<file path="config.mk">
export PLATFORM = sky130hd
export DESIGN_NAME = mux16_serializer_flat
export DESIGN_NICKNAME = d
export VERILOG_FILES = /design/src/rtl/mux16_serializer_if.sv /design/src/rtl/mux16_serializer.sv /design/src/flat_wrapper.sv
export SDC_FILE = /design/constraint.sdc
export NUM_CORES = 1
export LEC_CHECK = 0
export CORE_UTILIZATION = 60
export CTS_BUF_LIST = sky130_fd_sc_hd__clkbuf_2 sky130_fd_sc_hd__clkbuf_4 sky130_fd_sc_hd__clkbuf_8
export DETAILED_ROUTE_END_ITERATION = 10
export DONT_BUFFER_PORTS = 1
export GPL_ROUTABILITY_DRIVEN = 0
export GPL_TIMING_DRIVEN = 0
export PLACE_DENSITY = 0.76
export SLEW_MARGIN = 30
export SYNTH_ARGS = -nofsm -noshare
export SYNTH_HDL_FRONTEND = slang
export SYNTH_SLANG_ARGS = --single-unit
</file>
<file path="constraint.sdc">
create_clock -name clk -period 2.2 [get_ports clk]
set_input_delay 0.44 -clock clk [delete_from_list [all_inputs] [get_ports clk]]
set_output_delay 0.44 -clock clk [all_outputs]
set_load 0.05 [all_outputs]
</file>
<file path="src/rtl/mux16_serializer_if.sv">
// ---------------------------------------------------------------------------
// mux16_serializer_if
//   Bus bundle between the word source, the mux16_serializer and the
//   downstream bit consumer.
//
//   Load side : load_valid / load_ready / load_data  (word handshake)
//   Mux side  : data_q / sel                         (drives mux_16x1)
//   Bit side  : ser_out / ser_valid / ser_ready / last (bit handshake)
//   Status    : busy
//
//   The slave modport is the serializer itself. The master modport is the
//   surrounding environment, which supplies words and consumes bits.
// ---------------------------------------------------------------------------
interface mux16_serializer_if #(
    parameter int WIDTH = 16,
    parameter int SEL_W = 4
);
    logic             load_valid;
    logic             load_ready;
    logic [WIDTH-1:0] load_data;
    logic [WIDTH-1:0] data_q;
    logic [SEL_W-1:0] sel;
    logic             ser_out;
    logic             ser_valid;
    logic             ser_ready;
    logic             last;
    logic             busy;

    modport slave (
        input  load_valid,
        input  load_data,
        input  ser_ready,
        output load_ready,
        output data_q,
        output sel,
        output ser_out,
        output ser_valid,
        output last,
        output busy
    );

    modport master (
        output load_valid,
        output load_data,
        output ser_ready,
        input  load_ready,
        input  data_q,
        input  sel,
        input  ser_out,
        input  ser_valid,
        input  last,
        input  busy
    );
endinterface

</file>
<file path="src/rtl/mux16_serializer.sv">
// ---------------------------------------------------------------------------
// mux16_serializer
//   Upstream sequencer for the 16x1 bit-select mux. A parallel word is
//   accepted on the load handshake and held on data_q. sel then steps one
//   index per accepted bit beat, so ser_out = data_q[sel] forms a serial
//   stream with its own valid/ready handshake.
//
// Ports
//   clk  : rising-edge clock
//   rst  : synchronous, active-high reset (aborts any word in flight)
//   bus  : mux16_serializer_if.slave
//          load_valid/load_ready/load_data : word input handshake
//          data_q/sel                      : registered mux data and select
//          ser_out/ser_valid/ser_ready     : serial bit handshake
//          last                            : current beat is final bit
//          busy                            : word being shifted out
//
// Parameters
//   WIDTH     : word width, 2..16
//   SEL_W     : select width, equal to $clog2(WIDTH)
//   MSB_FIRST : 0 -> sel runs 0..WIDTH-1, 1 -> sel runs WIDTH-1..0
// ---------------------------------------------------------------------------
module mux16_serializer #(
    parameter int WIDTH     = 16,
    parameter int SEL_W     = 4,
    parameter bit MSB_FIRST = 1'b0
) (
    input  logic                  clk,
    input  logic                  rst,
    mux16_serializer_if.slave     bus
);

    localparam logic [SEL_W-1:0] TOP_IDX  = SEL_W'(WIDTH - 1);
    localparam logic [SEL_W-1:0] FIRST    = MSB_FIRST ? TOP_IDX : '0;
    localparam logic [SEL_W-1:0] LAST_IDX = MSB_FIRST ? '0 : TOP_IDX;

    typedef enum logic {
        IDLE  = 1'b0,
        SHIFT = 1'b1
    } state_t;

    state_t           state_q, state_d;
    logic [WIDTH-1:0] data_q,  data_d;
    logic [SEL_W-1:0] sel_q,   sel_d;

    logic ser_valid;
    logic last;
    logic load_ready;
    logic load_hs;
    logic beat;

    // State register
    always_ff @(posedge clk) begin
        if (rst) begin
            state_q <= IDLE;
            data_q  <= '0;
            sel_q   <= FIRST;
        end else begin
            state_q <= state_d;
            data_q  <= data_d;
            sel_q   <= sel_d;
        end
    end

    // Handshake decode and next-state logic
    always_comb begin
        state_d    = state_q;
        data_d     = data_q;
        sel_d      = sel_q;

        ser_valid  = (state_q == SHIFT);
        last       = ser_valid && (sel_q == LAST_IDX);
        // Accept a new word either when idle or on the final beat, so that
        // back-to-back words stream without a bubble. This makes load_ready
        // combinational from ser_ready.
        load_ready = (state_q == IDLE) || (last && bus.ser_ready);
        load_hs    = bus.load_valid && load_ready;
        beat       = ser_valid && bus.ser_ready;

        unique case (state_q)
            IDLE: begin
                if (load_hs) begin
                    data_d  = bus.load_data;
                    sel_d   = FIRST;
                    state_d = SHIFT;
                end
            end
            SHIFT: begin
                if (beat) begin
                    if (sel_q == LAST_IDX) begin
                        sel_d = FIRST;
                        if (load_hs) begin
                            data_d = bus.load_data;
                        end else begin
                            state_d = IDLE;
                        end
                    end else if (MSB_FIRST) begin
                        sel_d = sel_q - SEL_W'(1);
                    end else begin
                        sel_d = sel_q + SEL_W'(1);
                    end
                end
            end
            default: begin
                state_d = IDLE;
            end
        endcase
    end

    // Output drive
    always_comb begin
        bus.load_ready = load_ready;
        bus.data_q     = data_q;
        bus.sel        = sel_q;
        bus.ser_out    = data_q[sel_q];
        bus.ser_valid  = ser_valid;
        bus.last       = last;
        bus.busy       = ser_valid;
    end

endmodule
</file>
<file path="src/flat_wrapper.sv">
// flat-port wrapper written by rule: the top's interface ports become plain ports
module mux16_serializer_flat 
#(
    parameter int WIDTH     = 16,
    parameter int SEL_W     = 4,
    parameter bit MSB_FIRST = 1'b0
)
  (clk, rst, bus_load_valid, bus_load_data, bus_ser_ready, bus_load_ready, bus_data_q, bus_sel, bus_ser_out, bus_ser_valid, bus_last, bus_busy);
  mux16_serializer_if #(.WIDTH(WIDTH), .SEL_W(SEL_W)) bus_i ();
  input  logic clk;
  input  logic rst;
  input wire logic [$bits(bus_i.load_valid)-1:0] bus_load_valid;
  input wire logic [$bits(bus_i.load_data)-1:0] bus_load_data;
  input wire logic [$bits(bus_i.ser_ready)-1:0] bus_ser_ready;
  output wire logic [$bits(bus_i.load_ready)-1:0] bus_load_ready;
  output wire logic [$bits(bus_i.data_q)-1:0] bus_data_q;
  output wire logic [$bits(bus_i.sel)-1:0] bus_sel;
  output wire logic [$bits(bus_i.ser_out)-1:0] bus_ser_out;
  output wire logic [$bits(bus_i.ser_valid)-1:0] bus_ser_valid;
  output wire logic [$bits(bus_i.last)-1:0] bus_last;
  output wire logic [$bits(bus_i.busy)-1:0] bus_busy;
  assign bus_i.load_valid = bus_load_valid;
  assign bus_i.load_data = bus_load_data;
  assign bus_i.ser_ready = bus_ser_ready;
  assign bus_load_ready = bus_i.load_ready;
  assign bus_data_q = bus_i.data_q;
  assign bus_sel = bus_i.sel;
  assign bus_ser_out = bus_i.ser_out;
  assign bus_ser_valid = bus_i.ser_valid;
  assign bus_last = bus_i.last;
  assign bus_busy = bus_i.busy;
  mux16_serializer #(.WIDTH(WIDTH), .SEL_W(SEL_W), .MSB_FIRST(MSB_FIRST)) u_core (.clk(clk), .rst(rst), .bus(bus_i));
endmodule
</file>
# [After elaboration in Yosys (flattened, before gate mapping)]
# Cells that the tools add are included.
[classes] n_eq_ne=4 n_addsub=1 n_mux=14 n_mul=0 bitwise_logic=1 n_reduce_logical=7 magnitude_cmp=1 n_shift=0 div_mod_pow=0
[ops] operator="2-to-1 mux 16 bit" count=3
[ops] operator="case mux 16 bit (2 select lines)" count=1
[ops] operator="2-to-1 mux 4 bit" count=3
[ops] operator="case mux 4 bit (2 select lines)" count=1
[ops] operator="less-than comparator 4 x 5 -> 1 bit (second input constant)" count=1
[ops] operator="adder 4 x 1 -> 4 bit (second input constant)" count=1
[ops] operator="binary-select mux 1 bit (select 4 bit)" count=1
[ops] operator="equality test 4 bit (second input constant)" count=1
[ops] operator="logical AND 1 bit" count=4
[ops] operator="2-to-1 mux 1 bit" count=4
[ops] operator="inequality test 2 bit (second input constant)" count=2
[ops] operator="AND reduction 2 bit" count=2
[ops] operator="inequality test 2 x 1 -> 1 bit (second input constant)" count=1
[ops] operator="case mux 1 bit (2 select lines)" count=1
[ops] operator="logical OR 1 bit" count=1
[ops] operator="NOT 1 bit" count=1
[word_totals] latchBits=0 mem_bits_rw=0 out_inout_bits=25 memories=0 input_bits=20 romBits=0 register_bits=21 elab_cells=31

# [Depth between registers and ports, before layout]
[depth] ltp_word=9 mapped_depth=7 depth_no_buf=5

# [Least setup slack after synthesis]
# No wires, ideal clock.
[synth_path] path_type="register -> output" start="reg u_core.sel_q[0], in the netlist u_core.bus.sel[0]" end="out bus_ser_out" required_ps=1760 setup_slack_ps=-260 path_buffers=1 t_arrival_ps=2020 stages_incl_launch_ff=6 cell_sequence="dfxtp_1 buf_6 mux4_2 nor2b_1 a211oi_1 a21oi_1"
[synth_between] elab_chain_cells=2
[synth_lines] element="start: declaration" line_no="mux16_serializer.sv:44" text="logic [SEL_W-1:0] sel_q, sel_d;"
[synth_lines] element="start signal: assignment" line_no="mux16_serializer.sv:61" text="sel_q <= sel_d;"
[synth_lines] element="binary-select mux 1 bit (select 4 bit)" line_no="mux16_serializer.sv:115" text="bus.ser_out = data_q[sel_q];"
[synth_lines] element="2-to-1 mux 1 bit (implied by the code)" line_no="mux16_serializer.sv:115"
[synth_lines] element="end: declaration" line_no="flat_wrapper.sv:18" text="output wire logic [$bits(bus_i.ser_out)-1:0] bus_ser_out;"
# No other way between the ends. The select of a mux whose other input is x is not followed.

# [Worst setup path after layout]
# Same ends and word-level chain as after synthesis.

==> impl_metrics.yaml <==
status:
  outcome: "finished, violations left"
  failed_checks: "negative setup slack"
die:
  core_um2: 1524
  rows: 14
  start_util: 0.6568
  fp.dieH_um: 42.85
  die_x_um: 42.85
  design.portCount: 45
  die-area_um2: 1836
sta:
  maxSlewViolCount: 0
  period_share: 1.049
  setup_tns_ns: -0.1088
  rsz0062_at_grt: "true"
  max_freq_ghz: 0.4331
  min_period_ns: 2.309
  hold_viol_final: 0
  setup_slack_ns: -0.1088
  setup_violations: 1
  worst_pin_slew_ns: 0.5528
  timing.hold.ws_ns: 0.1960
  skew_ns: 0.001737
  relSlewSlack: 0.6310
route:
  vias: 738
  dr.pass1.iters: 4
  drcViolationCount: 0
  ant_nets: 0
  first_iter_violations: 22
  routed_wl_um: 1847
  vias_per_cell: 6.417
  wl_per_cell_um: 16.06
synthesis:
  synth_cells: 93
  synth_edf_count: 0
  synthTopCellsByArea: "dfxtp_1, mux2i_1, mux4_1"
  synthDistinctLibCells: 25
  ys_ff_latch: 21
  synth_top_area_share: 0.4200
  syn_nets: 114
  ys.warnings.count: 0
  yosysSeqAreaShare: 0.4200
  yosys.area.top_type: "dfxtp_1"
  synth-async-reset-ratio: 0
  yosysMostFrequentCell: "dfxtp_1"
  synth_commonest_cells: "dfxtp_1, nor2_1, mux2i_1, a21oi_1, mux4_1"
  synth.avg_cell_area_um2: 10.76
  syn_area_um2: 1001
  ys.flop_type: "dfxtp_1"
clock_tree:
  root_buffer: "clkbuf_4"
  clk_pin_slew_ns: 0.11
  cts.sinks: 21
  numCtsBuffers: 3
  clk_latency_ns: 0.29
  cts_tree: "built"
  clockBufferDepth: 2
  h-tree-depth: 1
  cts_hold_buf: 0
power_and_ir_drop:
  leakage_uw: 0.0004314
  ir_drop_mv: 0.4515
  powerDensity_nw_per_um2: 713.4
critical_path:
  crit_path_start_kind: "flip-flop"
  r2r_start: "u_core.bus.sel[1]"
  cp.required_ns: 1.76
  crit_start: "u_core.bus.sel[0]"
  end_kind: "output pin"
  cp_max_fo: 5
  critPathKind: "flip-flop to output pin"
  crit_arrival_ns: 1.87
grt:
  grt_pass1_vias: 693
  antenna_found_initial: 0
  grt_pass1_wl_um: 2932
  grt_max_degree: 12
  grt_use_total: 0.2114
  grt-ovfl-total: 0
placement:
  numPortBuffers: 0
  dp_hpwl_um: 1333
  pre_cts_ws_ns: -0.04661
  dpl_cell_area_um2: 1026
cells_and_area:
  area_growth_pct: 10.50
  diodes: 0
  drive_gt1_frac: 0.3030
  fin_nets: 121
  final_util: 0.7258
  post-route-cell-area_um2: 1106
  nFillCells: 119
worst_hold_path:
  hp-class: "input pin to flip-flop"
  hp-start: "rst"
run:
  drv_cap: 0
-- layout make-up --
cell class,count,area [um2],area share
multi-input combinational,64,538.0,0.4864
tap,16,20.02,0.01810
buffer,8,70.07,0.06335
clock buffer,4,30.03,0.02715
sequential,21,432.9,0.3914
timing repair buffer,2,15.01,0.01357
-- metal layers --
metal | global-route usage | vias to the layer above | share of wire
met5 | 0 | - | 0
met4 | 0.07500 | 0 | 0.0054
met3 | 0.07234 | 2 | 0.071
met2 | 0.3242 | 34 | 0.47
met1 | 0.2760 | 354 | 0.45
li1 | - | 348 | -
-- worst max-delay path, cell delays in order, from the launching register on --
cell and delay (ns):
dfxtp_4 0.47, buf_6 0.16, mux4_2 0.50, nor2b_4 0.14, a211oi_4 0.19, a21oi_4 0.12
-- layout by cell type (no fill, tap or decap), drive strengths merged, types with 2 or more instances in the layout --
| cell type | count |
|---|---|
| a211oi | 2 |
| a21boi | 2 |
| a21oi | 5 |
| buf | 8 |
| clkbuf | 6 |
| dfxtp | 21 |
| mux2i | 18 |
| mux4 | 4 |
| nand2 | 2 |
| nor2 | 20 |
| o21ai | 2 |
-- kinds of logic (layout without fill, tap and decap cells) --
kind of cell | count (synthesis) | count (layout) | share of synthesized area
compound gates | 13 | 13 | 0.08625
fa+ha+maj | 1 | 1 | 0.01250
buf+inv | 8 | 14 | 0.06999
flops | 21 | 21 | 0.4200
mux | 22 | 22 | 0.2812
simple gates | 28 | 28 | 0.1300
-- power breakdown --
group,total [uW],switching [uW],leakage [uW],internal [uW]
logic,112,58.6,0.000238,53.6
clock network,190,107,0.0000184,82.7
registers,487,88.4,0.000175,399
total,789,254,0.000431,535
-- sequential cells by signal, summed over array words and instances, names as in the netlist --
register / flops
u_core.bus.busy: 1
u_core.bus.data_q: 16
u_core.bus.sel: 4
-- worst paths after layout --
kind                            cells past startpoint  slack, ns                    end
worst max-delay path                                5      -0.11            bus_ser_out
worst min-delay path                                1       0.20      u_core.bus.sel[3]
worst max register to register                      7       0.26  u_core.bus.data_q[15]
worst min register to register                      2       0.67   u_core.bus.data_q[5]
-- metrics by stage --
step / cells / power, uW
after floorplan: 93 / 582.6
after CTS: 114 / 786.5
after global placement: 109 / 595.9
after global routing: 115 / 821.6
after detailed placement: 109 / 598.6
final: 115 / 789.0
-- what timing repair did --
action	CTS	global route
gates resized for setup	10	8
setup endpoints to repair	13	3
buffers inserted	1	1
pin swaps	1	2
No activity file was read; power rests on OpenSTA's default activity.
